$ cat src/rtl/str_unpack.sv
// Stream unpacker: accepts wide words tagged with a count of valid sub-words
// and emits only those sub-words, LSB first, as a narrow val/rdy/last stream.
// A single holding register is reloaded in the same cycle its final sub-word
// is consumed, so consecutive words stream with no idle downstream cycle.
module str_unpack #(
    parameter int DATA_UP_WIDTH = 32,
    parameter int DATA_DN_WIDTH = 8,
    parameter int CNT_WIDTH     = 2
) (
    input  logic                     clk,
    input  logic                     rst,
    input  logic [DATA_UP_WIDTH-1:0] up_data,
    input  logic [CNT_WIDTH-1:0]     up_cnt,
    input  logic                     up_last,
    input  logic                     up_val,
    output logic                     up_rdy,
    output logic [DATA_DN_WIDTH-1:0] dn_data,
    output logic                     dn_last,
    output logic                     dn_val,
    input  logic                     dn_rdy
);

    localparam int DATA_NB   = DATA_UP_WIDTH / DATA_DN_WIDTH;
    // One extra bit so the remaining count can hold DATA_NB itself.
    localparam int REM_WIDTH = CNT_WIDTH + 1;

    logic [DATA_UP_WIDTH-1:0] r_hold;
    logic [REM_WIDTH-1:0]     r_rem;
    logic                     r_hold_last;

    logic                     w_rem_zero;
    logic                     w_rem_one;
    logic                     w_load;
    logic                     w_shift;
    logic [REM_WIDTH-1:0]     w_load_cnt;
    logic [DATA_UP_WIDTH-1:0] w_hold_shifted;

    assign w_rem_zero = (r_rem == '0);
    assign w_rem_one  = (r_rem == REM_WIDTH'(1));

    // Ready when empty, or when the last pending sub-word leaves this cycle.
    assign up_rdy  = ~rst & (w_rem_zero | (w_rem_one & dn_rdy));

    assign dn_val  = ~w_rem_zero;
    assign dn_data = r_hold[DATA_DN_WIDTH-1:0];
    assign dn_last = r_hold_last & w_rem_one;

    // A load takes priority over a shift in the same cycle.
    assign w_load  = up_val & up_rdy;
    assign w_shift = dn_val & dn_rdy & ~w_load;

    // A count of zero encodes a full word.
    assign w_load_cnt = (up_cnt == '0) ? REM_WIDTH'(DATA_NB) : {1'b0, up_cnt};

    // Move every sub-word one slot towards the LSB; the top slot fills with zero.
    generate
        for (genvar gi = 0; gi < DATA_NB; gi++) begin : g_shift
            if (gi < DATA_NB - 1) begin : g_mid
                assign w_hold_shifted[gi*DATA_DN_WIDTH +: DATA_DN_WIDTH] =
                    r_hold[(gi+1)*DATA_DN_WIDTH +: DATA_DN_WIDTH];
            end else begin : g_top
                assign w_hold_shifted[gi*DATA_DN_WIDTH +: DATA_DN_WIDTH] = '0;
            end
        end
    endgenerate

    // Holding register: reset empties it, load refills it, shift drains it.
    always_ff @(posedge clk) begin
        if (rst) begin
            r_hold      <= '0;
            r_rem       <= '0;
            r_hold_last <= 1'b0;
        end else if (w_load) begin
            r_hold      <= up_data;
            r_rem       <= w_load_cnt;
            r_hold_last <= up_last;
        end else if (w_shift) begin
            r_hold      <= w_hold_shifted;
            r_rem       <= r_rem - REM_WIDTH'(1);
        end
    end

endmodule

$ cat config.mk
export PLATFORM = sky130hd
export DESIGN_NAME = str_unpack
export DESIGN_NICKNAME = d
export VERILOG_FILES = /design/src/rtl/str_unpack.sv
export SDC_FILE = /design/constraint.sdc
export NUM_CORES = 1
export LEC_CHECK = 0
export BUFFER_PORTS_ARGS = -buffer_cell sky130_fd_sc_hd__buf_2
export CAP_MARGIN = 20
export CORE_UTILIZATION = 58
export CTS_BUF_LIST = sky130_fd_sc_hd__clkbuf_2
export CTS_CLUSTER_SIZE = 40
export DETAILED_ROUTE_END_ITERATION = 16
export PLACE_DENSITY = 0.87
export SLEW_MARGIN = 25
export SYNTH_ARGS = -nofsm -noshare
export SYNTH_HDL_FRONTEND = slang
export SYNTH_SLANG_ARGS = --single-unit
$ cat constraint.sdc
create_clock -name clk -period 4.91 [get_ports clk]
set_input_delay 0.982 -clock clk [delete_from_list [all_inputs] [get_ports clk]]
set_output_delay 0.982 -clock clk [all_outputs]
set_load 0.03 [all_outputs]
==> results <==
- The number of flops mapped to enable cells by yosys is 0.
- The peak fanout along the critical path is 34.
- Summing the areas of all xor and xnor instances in the mapped netlist gives 0% of the synthesized area.
- After layout, the worst path uses 64.01% of the clock period.
- The post-CTS resize count is 0.
- The analysis attributes to cell leakage a power of 0.7263 nW.
- The clock transition at the registers of the reported paths is 180 ps.
- The slew at the pin closest to its max-slew limit is 826.4 ps.
- For this run, design rule violations remaining after detail routing come to 2.
- The number of placed instances, taps included, is 271.
- Synthesis produced a netlist with a net count of 265.
- Routability-driven placement finished with a final weighted congestion of 0.7436.
- The I/O pin count is 50.
- The count of synthesis-stage warnings from yosys is 0.
- Grouping stages by cell kind, the critical path spends the most delay in buffers and inverters.
- The worst hold path belongs to the class reg2reg.
- The number of hold-slack violations in the final timing report is 0.
- The checks that failed: DRC.
- The die is 58.03 um wide.
- The final cell count without fillers is 279.
- Together, buffers and inverters on the worst path number 4.
- The adder-cell area share of the yosys netlist is 2.062%.
- The worst hold slack after final layout is 492.6 ps.
- Summing all non-filler instances in the final layout gives an area of 2002 sq um.
- The layout-stage area growth over the synthesis result is 9.966%.
- In this run, the number of DRC markers left after iteration 0 of detailed routing was 79.
- The height of the chip is 58.03 um.
- Post-CTS timing repair inserted 0 buffers for setup.
- The total area inside the core boundary comes to 2853 sq um.
- The power per cell area is 489.5 nW/um^2.
- A synthesized cell averages 8.164 sq um.
- The clock tree skew after final layout is 13.05 ps.
- The wire length of the first global-routing pass is 6900 um.
- The area occupied by registers is 720.7 sq um.
- The ratio of cells with drive above 1 in the final layout is 25.40%.
- The capturing element type of the critical path is an output pin.
- The final count of pins violating max slew is 0.
- The detailed-route vias per instance is 6.416.
- The worst-case IR drop observed on VDD is 0.3509 mV.
- The tree is rooted in a clkbuf_2.
- The sequential element share of the synthesized area is 39.59%.
- The worst path meets setup with 1767 ps of slack.
- The signal on the critical path passes through inv_1 -> ha_1 -> nor2b_2 -> buf_4 -> inv_2 -> buf_2.
- By count the netlist is led by dfxtp_1 (36), nand3_1 (35), nor3_1 (26).
- The number of buffers added by the clock tree synthesis step is 5.
- The tool flagged a number of max-cap violations equal to 0.
- In the synthesized netlist the dominant register cell turns out to be dfxtp_1.
- The synthesized design spends more area on one cell type than any other, namely dfxtp_1.
- The number of fillers in the final layout is 265.
- For this run, the detailed router's first-pass iteration total came to 10.
- After Yosys synthesis, and, or, nand and nor cells account for 20.14% of the synthesized area.
- For this run, the slowest stage of the critical path takes 400 ps.
- For this block, the via count after detailed routing is 1790.
- The smallest clock period supported by the final layout is computed as 3143 ps.
- The run finished, with violations left.
- Summing the areas of all compound-gate instances in the mapped netlist gives 28.04% of the synthesized area.
- The residual antenna-violating net count after detailed routing is 0.
- The number of antenna violations at the first check in global routing is 0.
- Overall power consumption after layout is estimated at 979.9 uW.
- The worst setup slack after placement is 1812 ps.
- The number of global-route vias before repair is 1574.
- The required time reported for the critical path endpoint is 3930 ps.
- The main combinational cell family by area after synthesis is compound AO/OA/AOI/OAI gates.
- The launching element type of the critical path is a flip-flop.
- The share of synthesized registers carrying an async set or reset is 0%.
- Detailed placement ended at an HPWL of 2490 um.
- The critical-path cell with the highest stage delay is dfxtp_1.
- Global routing consumed, over all layers together, 26.30% of the routing resources.
- TritonCTS built the clock tree.
- The register bit count reported by yosys is 36.
- Once the floorplan was initialized, standard cells occupied 63.82% of the core.
- Derived from the worst setup path, the maximum achievable clock frequency is 318.2 MHz.
- Once placement finished, the instance area stood at 1963 sq um.
- The count of clock tree sinks is 36.
- Entering global routing, the biggest net connects 40 pins.
- The tightest slew margin relative to the limit is 44.77%.
- The count of port buffers added during placement is 49.
- The final layout contains 289 nets.
- By instance count, the leading cell after synthesis is dfxtp_1.
- The type of the setup path with the least slack is reg2out.
- The H-tree was split into 2 levels.
- The number of antenna repair diodes is 0.
- The average wire length per cell after detail routing is 14.92 um.
- In this run, distinct cell masters in the synthesized netlist total 27.
- The overall overflow remaining after global route is 0.
- By area the synthesized netlist is led by dfxtp_1 (40%), a311oi_1 (12%), nand3_1 (9.6%).
- The area of the multi-input gates is 917.1 sq um.
- The total number of placement rows is 19.
- The share of the synthesized area in the top cell type is 39.59%.
- The number of hold-repair buffers added at the cts stage is 0.
- Summed over all failing endpoints, the final setup total negative slack is 0 ps.
- In the synthesized netlist, the number of instances is 223.
- The clock reaches the later pin of the worst-skew pair after 360 ps.
- The floorplan step defined a die boundary enclosing 3367 sq um.
- The synthesized cell area is 1820 sq um.
- Setup violations remaining at the end of the flow were counted as 0.
- Setup repair after global routing left no endpoint under its margin.
- Of the post-synthesis cell area, the part taken by muxes is 0%.
- The endpoint arrival time on the critical path is 2160 ps.
- The final wirelength is 4164 um.
- In this run the deepest clock path goes through 2 buffers.
- The final standard cell utilization of the core is 70.18%.
-- state kept, by name, indices dropped and copies added, names as in the netlist --
signal,count
r_hold,32
r_rem,3
r_hold_last,1
-- path summary, 6_finish.rpt --
check / start / cells after the start / slack [ps] / endpoint
max reg2reg: r_rem[0]$_SDFFE_PP0P_ / 5 / 2820 / r_hold[17]$_SDFFE_PP0P_
min: r_hold[20]$_SDFFE_PP0P_ / 2 / 490 / r_hold[12]$_SDFFE_PP0P_
max: r_rem[0]$_SDFFE_PP0P_ / 6 / 1770 / dn_val
min reg2reg: r_hold[20]$_SDFFE_PP0P_ / 2 / 490 / r_hold[12]$_SDFFE_PP0P_
-- layout make-up --
| class | count | area share, % |
|---|---|---|
| sequential | 36 | 36.00 |
| inverter | 5 | 0.9375 |
| tap | 31 | 1.938 |
| timing repair buffer | 52 | 13.38 |
| clock buffer | 7 | 1.750 |
| multi-input combinational | 147 | 45.81 |
| clock inverter | 1 | 0.1875 |
-- placed cells by master (no fill, tap or decap), drive strengths merged --
cell type,instances
o221ai,8
clkinv,1
o41ai,1
nor2,1
inv,5
nor3b,2
nand2,1
buf,52
and3,1
clkbuf,7
dfxtp,36
o22ai,1
a21oi,11
a21o,1
nor2b,1
nor4bb,1
or4,1
ha,3
a311oi,25
nand3,35
a21boi,1
nor3,26
o31ai,1
o21ai,25
or3b,1
-- metal layers --
metal	part of all wire (%)	vias up	wire length, um	GRT usage (%)
met2	48	64	1983	42.20
met1	46	829	1908	34.66
li1	-	895	-	-
met3	6.1	2	253	5.134
met4	0.46	0	19	11.22
met5	0	-	0	0
-- report_power, final --
group / internal, mW / switching [mW] / total, mW
Sequential: 0.355 / 0.0316 / 0.387
Combinational: 0.130 / 0.331 / 0.461
Clock: 0.0382 / 0.0939 / 0.132
-- worst register-to-register path: stages, from the launching register on --
cell and delay [ps]:
dfxtp_1 370, inv_1 100, ha_1 240, a21o_1 300, nand2_1 580, a311oi_1 430
-- cell families (layout without fill, tap and decap cells) --
kind of cell,Yosys count,count (layout)
AOI/OAI and AO/OA,74,74
and+or+nand+nor,70,70
buffers and inverters,40,65
DFF,36,36
adders and majority gates,3,3
Note: power is estimated with default switching activity, not from simulation.
